## config.mk

```make
export PLATFORM = sky130hd
export DESIGN_NAME = vga_sync_gen_flat
export DESIGN_NICKNAME = d
export VERILOG_FILES = /design/src/rtl/vga_sync_gen_if.sv /design/src/rtl/vga_sync_gen.sv /design/src/flat_wrapper.sv
export SDC_FILE = /design/constraint.sdc
export NUM_CORES = 1
export LEC_CHECK = 0
export ABC_AREA = 1
export CORE_MARGIN = 5
export CORE_UTILIZATION = 55
export CTS_CLUSTER_DIAMETER = 60
export DETAILED_ROUTE_END_ITERATION = 7
export GPL_ROUTABILITY_DRIVEN = 0
export PLACE_DENSITY_LB_ADDON = 0.08
export SLEW_MARGIN = 40
export SYNTH_ARGS = -nofsm -noshare
export SYNTH_HDL_FRONTEND = slang
export SYNTH_SLANG_ARGS = --single-unit
```

## constraint.sdc

```tcl
create_clock -name clock -period 2.84 [get_ports clock]
set_input_delay 0.852 -clock clock [delete_from_list [all_inputs] [get_ports clock]]
set_output_delay 0.852 -clock clock [all_outputs]
set_load 0.01 [all_outputs]
```

## src/rtl/vga_sync_gen_if.sv

```systemverilog
// vga_sync_gen_if: raster timing bundle between the sync generator and its video consumers
interface vga_sync_gen_if;
  logic       enable;
  logic [9:0] pix_x;
  logic [9:0] pix_y;
  logic       visible;
  logic       hsync;
  logic       vsync;
  logic       line_start;
  logic       frame_start;
  logic [7:0] frame_count;
  modport master (
    input  enable,
    output pix_x, pix_y, visible, hsync, vsync, line_start, frame_start, frame_count
  );
  modport slave (
    output enable,
    input  pix_x, pix_y, visible, hsync, vsync, line_start, frame_start, frame_count
  );
endinterface

```

## src/rtl/vga_sync_gen.sv

```systemverilog
// vga_sync_gen: raster timing generator with pixel coordinates, sync, strobes and frame counter
module vga_sync_gen #(
  parameter int H_VISIBLE = 640,
  parameter int H_FRONT   = 16,
  parameter int H_SYNC    = 96,
  parameter int H_BACK    = 48,
  parameter int V_VISIBLE = 480,
  parameter int V_FRONT   = 10,
  parameter int V_SYNC    = 2,
  parameter int V_BACK    = 33,
  parameter bit SYNC_POL  = 1'b0,
  parameter int CLK_DIV   = 1
) (
  input  logic           clock,
  input  logic           reset,
  vga_sync_gen_if.master vga
);
  localparam int H_TOTAL = H_VISIBLE + H_FRONT + H_SYNC + H_BACK;
  localparam int V_TOTAL = V_VISIBLE + V_FRONT + V_SYNC + V_BACK;
  localparam int DW = CLK_DIV > 1 ? $clog2(CLK_DIV) : 1;
  typedef enum logic {IDLE, RUN} state_t;
  state_t state, state_next;
  logic [9:0] x, y;
  logic [DW-1:0] div_cnt;
  logic [7:0] frames;
  logic fresh, run, tick, x_last, y_last;
  always_ff @(posedge clock) state <= state_next;
  always_comb begin
    state_next = reset ? IDLE : RUN;
    run = state == RUN;
    tick = run && vga.enable && div_cnt == DW'(CLK_DIV - 1);
    x_last = x == 10'(H_TOTAL - 1);
    y_last = y == 10'(V_TOTAL - 1);
    vga.pix_x = x;
    vga.pix_y = y;
    vga.visible = run && x < 10'(H_VISIBLE) && y < 10'(V_VISIBLE);
    vga.hsync = (run && x >= 10'(H_VISIBLE + H_FRONT) && x < 10'(H_VISIBLE + H_FRONT + H_SYNC)) ? SYNC_POL : ~SYNC_POL;
    vga.vsync = (run && y >= 10'(V_VISIBLE + V_FRONT) && y < 10'(V_VISIBLE + V_FRONT + V_SYNC)) ? SYNC_POL : ~SYNC_POL;
    vga.line_start = run && vga.enable && fresh && x == '0;
    vga.frame_start = vga.line_start && y == '0;
    vga.frame_count = frames;
  end
  // fresh marks a pixel whose first enabled clock has not yet been seen
  always_ff @(posedge clock) begin
    if (reset) begin
      x <= '0;
      y <= '0;
      div_cnt <= '0;
      frames <= '0;
      fresh <= 1'b1;
    end else if (run && vga.enable) begin
      div_cnt <= tick ? '0 : div_cnt + 1'b1;
      fresh <= tick;
      if (tick) begin
        x <= x_last ? '0 : x + 1'b1;
        if (x_last) y <= y_last ? '0 : y + 1'b1;
        if (x_last && y_last) frames <= frames + 1'b1;
      end
    end
  end
endmodule

```

## src/flat_wrapper.sv

```systemverilog
// flat-port wrapper written by rule: the top's interface ports become plain ports
module vga_sync_gen_flat 
#(
  parameter int H_VISIBLE = 640,
  parameter int H_FRONT   = 16,
  parameter int H_SYNC    = 96,
  parameter int H_BACK    = 48,
  parameter int V_VISIBLE = 480,
  parameter int V_FRONT   = 10,
  parameter int V_SYNC    = 2,
  parameter int V_BACK    = 33,
  parameter bit SYNC_POL  = 1'b0,
  parameter int CLK_DIV   = 1
)
  (clock, reset, vga_enable, vga_pix_x, vga_pix_y, vga_visible, vga_hsync, vga_vsync, vga_line_start, vga_frame_start, vga_frame_count);
  vga_sync_gen_if vga_i ();
  input  logic clock;
  input  logic reset;
  input wire logic [$bits(vga_i.enable)-1:0] vga_enable;
  output wire logic [$bits(vga_i.pix_x)-1:0] vga_pix_x;
  output wire logic [$bits(vga_i.pix_y)-1:0] vga_pix_y;
  output wire logic [$bits(vga_i.visible)-1:0] vga_visible;
  output wire logic [$bits(vga_i.hsync)-1:0] vga_hsync;
  output wire logic [$bits(vga_i.vsync)-1:0] vga_vsync;
  output wire logic [$bits(vga_i.line_start)-1:0] vga_line_start;
  output wire logic [$bits(vga_i.frame_start)-1:0] vga_frame_start;
  output wire logic [$bits(vga_i.frame_count)-1:0] vga_frame_count;
  assign vga_i.enable = vga_enable;
  assign vga_pix_x = vga_i.pix_x;
  assign vga_pix_y = vga_i.pix_y;
  assign vga_visible = vga_i.visible;
  assign vga_hsync = vga_i.hsync;
  assign vga_vsync = vga_i.vsync;
  assign vga_line_start = vga_i.line_start;
  assign vga_frame_start = vga_i.frame_start;
  assign vga_frame_count = vga_i.frame_count;
  vga_sync_gen #(.H_VISIBLE(H_VISIBLE), .H_FRONT(H_FRONT), .H_SYNC(H_SYNC), .H_BACK(H_BACK), .V_VISIBLE(V_VISIBLE), .V_FRONT(V_FRONT), .V_SYNC(V_SYNC), .V_BACK(V_BACK), .SYNC_POL(SYNC_POL), .CLK_DIV(CLK_DIV)) u_core (.clock(clock), .reset(reset), .vga(vga_i));
endmodule
```

==> impl_metrics.prom, run 1 <==
# TYPE chip_impl_metric gauge
chip_impl_metric{name="rows",unit=""} 20
chip_impl_metric{name="floorplan.die.height",unit="um"} 66.9
chip_impl_metric{name="cp_slowest_stage_delay",unit="ns"} 0.50
chip_impl_metric{name="power.static_leakage",unit="nW"} 0.993
chip_impl_info{name="crit_path_start_kind",value="flop"} 1
chip_impl_metric{name="portBuffers",unit=""} 35
chip_impl_metric{name="grt_pass1_wl",unit="mm"} 7.49
chip_impl_metric{name="cts_made_buffers",unit=""} 5
chip_impl_metric{name="net-switching-power",unit="mW"} 0.188
chip_impl_metric{name="start_util",unit=""} 0.578
chip_impl_metric{name="finalClockSkew",unit="ns"} 0.00890
chip_impl_info{name="class_of_the_worst_hold_path",value="reg -> reg"} 1
chip_impl_metric{name="f_max",unit="MHz"} 377
chip_impl_metric{name="design.die.area",unit="mm2"} 0.00447
chip_impl_metric{name="hpwl",unit="mm"} 3.28
chip_impl_metric{name="final-instance-count-excl-fill",unit=""} 377
chip_impl_metric{name="pre_cts_ws",unit="ns"} -0.377
chip_impl_info{name="cts.root.buffer_cell",value="clkbuf_4"} 1
chip_impl_metric{name="final-hold-violation-count",unit=""} 0
chip_impl_metric{name="period_minus_slack",unit="ns"} 2.65
chip_impl_metric{name="power_density",unit="mW/mm2"} 331
chip_impl_metric{name="overall_die_width",unit="um"} 66.9
chip_impl_metric{name="max_capacitance_violation_count",unit=""} 0
chip_impl_metric{name="placedCellCount",unit=""} 369
chip_impl_metric{name="finalSetupViolCount",unit=""} 0
chip_impl_metric{name="multi_input_comb_area",unit="um2"} 993
chip_impl_metric{name="slew_at_the_pin_closest_to_its_max_slew_limit",unit="ns"} 0.354
chip_impl_metric{name="synthesis.instances",unit=""} 285
chip_impl_metric{name="internal_power",unit="mW"} 0.572
chip_impl_metric{name="antenna_found_initial",unit=""} 0
chip_impl_metric{name="post_route_cells_drive_above_1_share",unit=""} 0.102
chip_impl_metric{name="avgSynthCellArea",unit="um2"} 6.24
chip_impl_metric{name="detail_route.drc_violations",unit=""} 0
chip_impl_info{name="rsz0062_at_grt",value="false"} 1
chip_impl_metric{name="worst_slack",unit="ns"} 0.189
chip_impl_metric{name="diodes",unit=""} 0
chip_impl_metric{name="worst_ep_required_time",unit="ns"} 1.99
chip_impl_metric{name="yosysUniqueCellTypes",unit=""} 22
chip_impl_metric{name="syn2layout_area_growth",unit="%"} 29.1
chip_impl_metric{name="ys_seq_elements",unit=""} 31
chip_impl_metric{name="dr_total_vias",unit=""} 1939
chip_impl_metric{name="wl",unit="mm"} 4.38
chip_impl_metric{name="cts.clk_slew.worst_paths",unit="ns"} 0.10
chip_impl_metric{name="yosys_warnings",unit=""} 0
chip_impl_metric{name="core_region_area",unit="mm2"} 0.00308
chip_impl_metric{name="timing.slew.headroom",unit=""} 0.763
chip_impl_info{name="timing.critical_path.cells",value="inv_1 > nor3_2 > nand4_1 > clkdlybuf4s50_1"} 1
chip_impl_metric{name="fillers",unit=""} 261
chip_impl_metric{name="timing.final.crit_share",unit=""} 0.934
chip_impl_metric{name="switch_share",unit=""} 0.247
chip_impl_metric{name="vdd_ir_drop_max",unit="uV"} 278
chip_impl_metric{name="post_dp_cell_area",unit="mm2"} 0.00222
chip_impl_metric{name="synth_nets",unit=""} 293
chip_impl_metric{name="layout.nets",unit=""} 341
chip_impl_metric{name="design_area",unit="mm2"} 0.00230
chip_impl_metric{name="holdWs",unit="ns"} 0.490
chip_impl_metric{name="synth_area",unit="mm2"} 0.00178
chip_impl_metric{name="first_pass_iters",unit=""} 5
chip_impl_metric{name="rrSetupSlack",unit="ns"} 0.96
chip_impl_metric{name="cp_data_arrival_time",unit="ns"} 1.80
chip_impl_info{name="cp_slowest_cell",value="clkdlybuf4s50_1"} 1
chip_impl_metric{name="cts.sink_count",unit=""} 31
chip_impl_metric{name="area.sequential",unit="um2"} 621
chip_impl_info{name="critical_setup_path_kind",value="reg -> out"} 1
chip_impl_info{name="worst_setup_path_end_kind",value="output port"} 1
chip_impl_metric{name="cts_buffer_depth",unit=""} 2
chip_impl_metric{name="ys_seq_area_frac",unit=""} 0.349
chip_impl_metric{name="power.share.sequential",unit=""} 0.579
chip_impl_metric{name="detail_route.vias_per_cell",unit=""} 5.14
chip_impl_metric{name="globalRouteTotalUtil",unit=""} 0.219
chip_impl_metric{name="htree_levels",unit=""} 2
chip_impl_metric{name="timing_max_transition_violations_final",unit=""} 0
chip_impl_metric{name="globalRouteOverflowTotal",unit=""} 0
chip_impl_metric{name="crit_path_max_fanout",unit=""} 6
chip_impl_metric{name="insertion_delay",unit="ns"} 0.34
chip_impl_metric{name="drt-wirelength-per-cell",unit="um"} 11.6
chip_impl_metric{name="power_frac_comb",unit=""} 0.065
chip_impl_info{name="cts_tree",value="built"} 1
chip_impl_metric{name="drt_iter0_drc",unit=""} 186
chip_impl_metric{name="drtAntennaViolNets",unit=""} 0
chip_impl_metric{name="pin_count_of_the_biggest_net_entering_global_routing",unit=""} 13
chip_impl_metric{name="number_of_global_route_vias_before_repair",unit=""} 1740
chip_impl_metric{name="power.clock.fraction",unit=""} 0.356
chip_impl_info{name="run_status",value="finished, final reports clean"} 1
chip_impl_metric{name="io_pins",unit=""} 36
## timing repair
item | in CTS | in global routing
setup buffers | 0 | 1
hold buffers | 0 | 0
resized for setup | 10 | 5
endpoints found under the setup margin | 2 | 3
pin swaps | 0 | 1
## cell type report
type / instances / share of cell area
clock buffers: 6 / 0.0223
clock inverters: 1 / 0.00218
inverters: 45 / 0.0735
multi-input cells: 207 / 0.432
flip-flops and latches: 31 / 0.270
well taps: 44 / 0.0240
repair buffers: 43 / 0.175
## cells in the mapped netlist
cell type,n,share of area
nand2_1,80,0.17
nor2_1,49,0.10
inv_1,44,0.093
dfxtp_1,31,0.35
nand3_1,22,0.062
a21oi_1,15,0.042
nor3_1,7,0.020
o21ai_0,7,0.020
nand4_1,6,0.021
ha_1,5,0.035
nor2_4,4,0.025
nor2_2,3,0.011
nand2_2,2,0.0070
nand3_2,2,0.011
buf_6,1,0.0063
clkbuf_1,1,0.0021
inv_2,1,0.0021
nand3b_1,1,0.0042
nor4_1,1,0.0035
o31ai_1,1,0.0042
xnor2_1,1,0.0049
xor2_1,1,0.0049
## worst paths after layout
path / startpoint / to / cells after the start
min: u_core.vga.pix_x[7]$_SDFFE_PP0P_ / u_core.vga.pix_x[7]$_SDFFE_PP0P_ / 2
min reg2reg: u_core.vga.pix_x[7]$_SDFFE_PP0P_ / u_core.vga.pix_x[7]$_SDFFE_PP0P_ / 2
max reg2reg: u_core.vga.pix_y[1]$_SDFFE_PP0P_ / u_core.vga.frame_count[5]$_SDFFE_PP0P_ / 11
max: u_core.vga.pix_y[7]$_SDFFE_PP0P_ / vga_vsync / 4
## state kept, by name, indices dropped and copies added (netlist names)
name                    flops
u_core.fresh                1
u_core.vga.frame_count      8
u_core.vga.pix_y           10
u_core.div_cnt              1
u_core.vga.pix_x           10
u_core.run                  1
## cells by family after synthesis
| logic type | Yosys count | synth area share |
|---|---|---|
| and+or+nand+nor | 177 | 0.437 |
| buffers and inverters | 47 | 0.103 |
| DFF | 31 | 0.349 |
| AOI/OAI and AO/OA | 23 | 0.0661 |
| adders and majority gates | 5 | 0.0352 |
| xor gates and xnor gates | 2 | 0.00985 |
## placed cells by master, fill, tap and decap left out, types with 5 or more instances in the layout
cell type and count:
a21oi_1 15, buf_4 8, clkbuf_4 5, clkdlybuf4s50_1 32
dfxtp_1 31, ha_1 5, inv_1 43, nand2_1 79
nand3_1 21, nand4_1 6, nor2_1 49, nor3_1 6
o21ai_0 7
## routing by layer
metal / routed length [um] / global-route usage
met1: 2080 / 0.290
met3: 284 / 0.0573
met5: 0 / 0
met4: 59 / 0.0709
met2: 1960 / 0.344
## power by group through the flow
| stage | Clock [mW] | Combinational (mW) | Sequential [mW] |
|---|---|---|---|
| after floorplan | 0 | 0.0247 | 0.450 |
| after global placement | 0 | 0.0477 | 0.450 |
| after detailed placement | 0 | 0.0486 | 0.450 |
| after CTS | 0.275 | 0.0475 | 0.440 |
| after global routing | 0.300 | 0.0553 | 0.440 |
| final | 0.271 | 0.0497 | 0.440 |
## worst max-delay path: cells and delay by family, from the launching register on
family / cells / cell delay (ns)
flops: 1 / 0.44
simple gates: 2 / 0.43
buf+inv: 2 / 0.60
## metrics by stage
step | util | power, mW | TNS [ns]
finish | 0.746 | 0.760 | 0
global route | 0.746 | 0.795 | 0
global placement | 0.722 | 0.497 | -0.635
detailed placement | 0.722 | 0.498 | -0.704
floorplan | - | 0.475 | 0
CTS | 0.739 | 0.763 | 0
Power figures use the tool's default switching activity.
==> inputs of run 2 (changes only) <==
Settings changed: SKIP_LAST_GASP from default to 1.
==> run 2 against run 1 <==
  * Sequential share of layout area is the same
  * Die area is the same
  * Wire length is essentially flat
  * Core utilization is the same
  * Largest cell class unchanged
==> impl_metrics.prom, run 2 (synthesis results as in run 1) <==
# TYPE chip_impl_metric gauge
chip_impl_metric{name="design.die.area",unit="mm2"} 0.00447
chip_impl_metric{name="f_max",unit="MHz"} 378
chip_impl_metric{name="final-instance-count-excl-fill",unit=""} 377
chip_impl_metric{name="floorplan.die.height",unit="um"} 66.9
chip_impl_metric{name="finalClockSkew",unit="ns"} 0.00929
chip_impl_metric{name="switch_share",unit=""} 0.246
chip_impl_metric{name="finalSetupViolCount",unit=""} 0
chip_impl_info{name="run_status",value="finished, final reports clean"} 1
chip_impl_metric{name="final-hold-violation-count",unit=""} 0
chip_impl_metric{name="cts.sink_count",unit=""} 31
chip_impl_metric{name="timing_max_transition_violations_final",unit=""} 0
chip_impl_metric{name="period_minus_slack",unit="ns"} 2.65
chip_impl_info{name="worst_setup_path_end_kind",value="output port"} 1
chip_impl_metric{name="timing.slew.headroom",unit=""} 0.760
chip_impl_metric{name="detail_route.drc_violations",unit=""} 0
chip_impl_metric{name="net-switching-power",unit="mW"} 0.187
chip_impl_metric{name="timing.final.crit_share",unit=""} 0.933
chip_impl_metric{name="power_density",unit="mW/mm2"} 330
chip_impl_metric{name="pin_count_of_the_biggest_net_entering_global_routing",unit=""} 13
chip_impl_metric{name="slew_at_the_pin_closest_to_its_max_slew_limit",unit="ns"} 0.358
chip_impl_metric{name="grt_pass1_wl",unit="mm"} 7.47
chip_impl_metric{name="internal_power",unit="mW"} 0.572
chip_impl_metric{name="dr_total_vias",unit=""} 1941
chip_impl_metric{name="worst_ep_required_time",unit="ns"} 1.99
chip_impl_metric{name="start_util",unit=""} 0.578
chip_impl_info{name="cts_tree",value="built"} 1
chip_impl_metric{name="rows",unit=""} 20
chip_impl_metric{name="report.power.total",unit="mW"} 0.759
chip_impl_metric{name="first_pass_iters",unit=""} 5
chip_impl_metric{name="number_of_global_route_vias_before_repair",unit=""} 1740
chip_impl_metric{name="hpwl",unit="mm"} 3.28
chip_impl_metric{name="cts.clk_slew.worst_paths",unit="ns"} 0.10
chip_impl_metric{name="power_frac_comb",unit=""} 0.066
chip_impl_metric{name="overall_die_width",unit="um"} 66.9
chip_impl_info{name="crit_path_start_kind",value="flop"} 1
chip_impl_info{name="critical_setup_path_kind",value="reg -> out"} 1
chip_impl_metric{name="cts_buffer_depth",unit=""} 2
chip_impl_metric{name="antenna_found_initial",unit=""} 0
chip_impl_metric{name="globalRouteOverflowTotal",unit=""} 0
chip_impl_info{name="cts.root.buffer_cell",value="clkbuf_4"} 1
chip_impl_metric{name="wl",unit="mm"} 4.38
chip_impl_metric{name="vdd_ir_drop_max",unit="uV"} 277
chip_impl_info{name="rsz0062_at_grt",value="false"} 1
chip_impl_metric{name="htree_levels",unit=""} 2
chip_impl_metric{name="max_capacitance_violation_count",unit=""} 0
chip_impl_metric{name="fillers",unit=""} 261
chip_impl_metric{name="io_pins",unit=""} 36
chip_impl_metric{name="core_region_area",unit="mm2"} 0.00308
chip_impl_metric{name="cp_slowest_stage_delay",unit="ns"} 0.50
chip_impl_metric{name="drtAntennaViolNets",unit=""} 0
chip_impl_metric{name="cp_data_arrival_time",unit="ns"} 1.80
chip_impl_metric{name="crit_path_max_fanout",unit=""} 6
chip_impl_info{name="layout_common_cells",value="nand2_1 (79), nor2_1 (49), inv_1 (43)"} 1
chip_impl_info{name="worst_path_dominant_cell_family",value="buffers and inverters"} 1
chip_impl_metric{name="globalRouteTotalUtil",unit=""} 0.219
chip_impl_info{name="mostFrequentLayoutCell",value="nand2_1"} 1
chip_impl_info{name="cp_slowest_cell",value="clkdlybuf4s50_1"} 1
chip_impl_metric{name="layout.nets",unit=""} 341
chip_impl_info{name="timing.critical_path.cells",value="inv_1 > nor3_2 > nand4_1 > clkdlybuf4s50_1"} 1
chip_impl_metric{name="placedCellCount",unit=""} 369
chip_impl_metric{name="drt_iter0_drc",unit=""} 186
chip_impl_metric{name="multi_input_comb_area",unit="um2"} 993
chip_impl_metric{name="syn2layout_area_growth",unit="%"} 29.1
chip_impl_metric{name="detail_route.vias_per_cell",unit=""} 5.15
chip_impl_metric{name="power.clock.fraction",unit=""} 0.355
chip_impl_metric{name="drt-wirelength-per-cell",unit="um"} 11.6
chip_impl_info{name="class_of_the_worst_hold_path",value="reg -> reg"} 1
chip_impl_metric{name="insertion_delay",unit="ns"} 0.34
chip_impl_metric{name="holdWs",unit="ns"} 0.490
chip_impl_metric{name="diodes",unit=""} 0
chip_impl_metric{name="critPathBufInv",unit=""} 2
chip_impl_metric{name="power.share.sequential",unit=""} 0.579
chip_impl_metric{name="area.sequential",unit="um2"} 621
chip_impl_metric{name="power.static_leakage",unit="nW"} 0.993
chip_impl_metric{name="portBuffers",unit=""} 35
chip_impl_metric{name="cts_made_buffers",unit=""} 5
chip_impl_metric{name="post_route_cells_drive_above_1_share",unit=""} 0.102
==> run 2: cell counts in the layout (fill, tap and decap cells not counted) <==
No cell type changed its count.
==> run 2: worst min-delay path, stage by stage, from the launching register on <==
cell and delay (ns):
dfxtp_1 0.32, inv_1 0.07, a21oi_1 0.06
==> run 2: power by group through the flow <==
| stage | registers, mW | clock network (mW) | logic [mW] |
|---|---|---|---|
| 6_report | 0.440 | 0.270 | 0.0498 |
| 5_1_grt | 0.440 | 0.300 | 0.0553 |
| 4_1_cts | 0.440 | 0.275 | 0.0481 |
| 3_5_place_dp | 0.450 | 0 | 0.0486 |
| 3_3_place_gp | 0.450 | 0 | 0.0477 |
| 2_1_floorplan | 0.450 | 0 | 0.0247 |
==> run 2: what timing repair did <==
action / 4_1_cts / 5_1_grt
hold buffers: 0 / 0
gates resized for setup: 9 / 6
endpoints found under the setup margin: 2 / 3
hold endpoints to repair: 0 / 0
buffers inserted: 0 / 1
pin swaps: 0 / 1
==> run 2: final timing paths <==
path | from | end | slack (ns) | cells after the start
worst min register to register | u_core.vga.pix_x[7]$_SDFFE_PP0P_ | u_core.vga.pix_x[7]$_SDFFE_PP0P_ | 0.49 | 2
worst max-delay path | u_core.vga.pix_y[7]$_SDFFE_PP0P_ | vga_vsync | 0.19 | 4
worst min-delay path | u_core.vga.pix_x[7]$_SDFFE_PP0P_ | u_core.vga.pix_x[7]$_SDFFE_PP0P_ | 0.49 | 2
worst max register to register | u_core.vga.pix_y[1]$_SDFFE_PP0P_ | u_core.vga.frame_count[5]$_SDFFE_PP0P_ | 0.95 | 11
==> run 2: layout make-up <==
cell class / count / share of cell area
clock buffers: 6 / 0.0223
well taps: 44 / 0.0240
clock inverters: 1 / 0.00218
inverters: 45 / 0.0735
repair buffers: 43 / 0.175
flip-flops and latches: 31 / 0.270
multi-input cells: 207 / 0.432
==> run 2: metal layers <==
metal | part of all wire | GRT usage | up-vias | wire [um]
li1 | - | - | 987 | -
met1 | 0.48 | 0.290 | 877 | 2090
met2 | 0.45 | 0.344 | 72 | 1970
met3 | 0.060 | 0.0556 | 5 | 263
met4 | 0.013 | 0.0709 | 0 | 55
met5 | 0 | 0 | - | 0
==> run 2: through the flow <==
step,instance area [um2],setup slack (ns),utilization,setup TNS [ns]
after global routing,2300,0.104,0.746,0
final,2300,0.191,0.746,0
after floorplan,1780,0.486,-,0
after detailed placement,2220,-0.377,0.722,-0.704
after CTS,2280,-0.00169,0.741,-0.00169
after global placement,2220,-0.323,0.722,-0.635
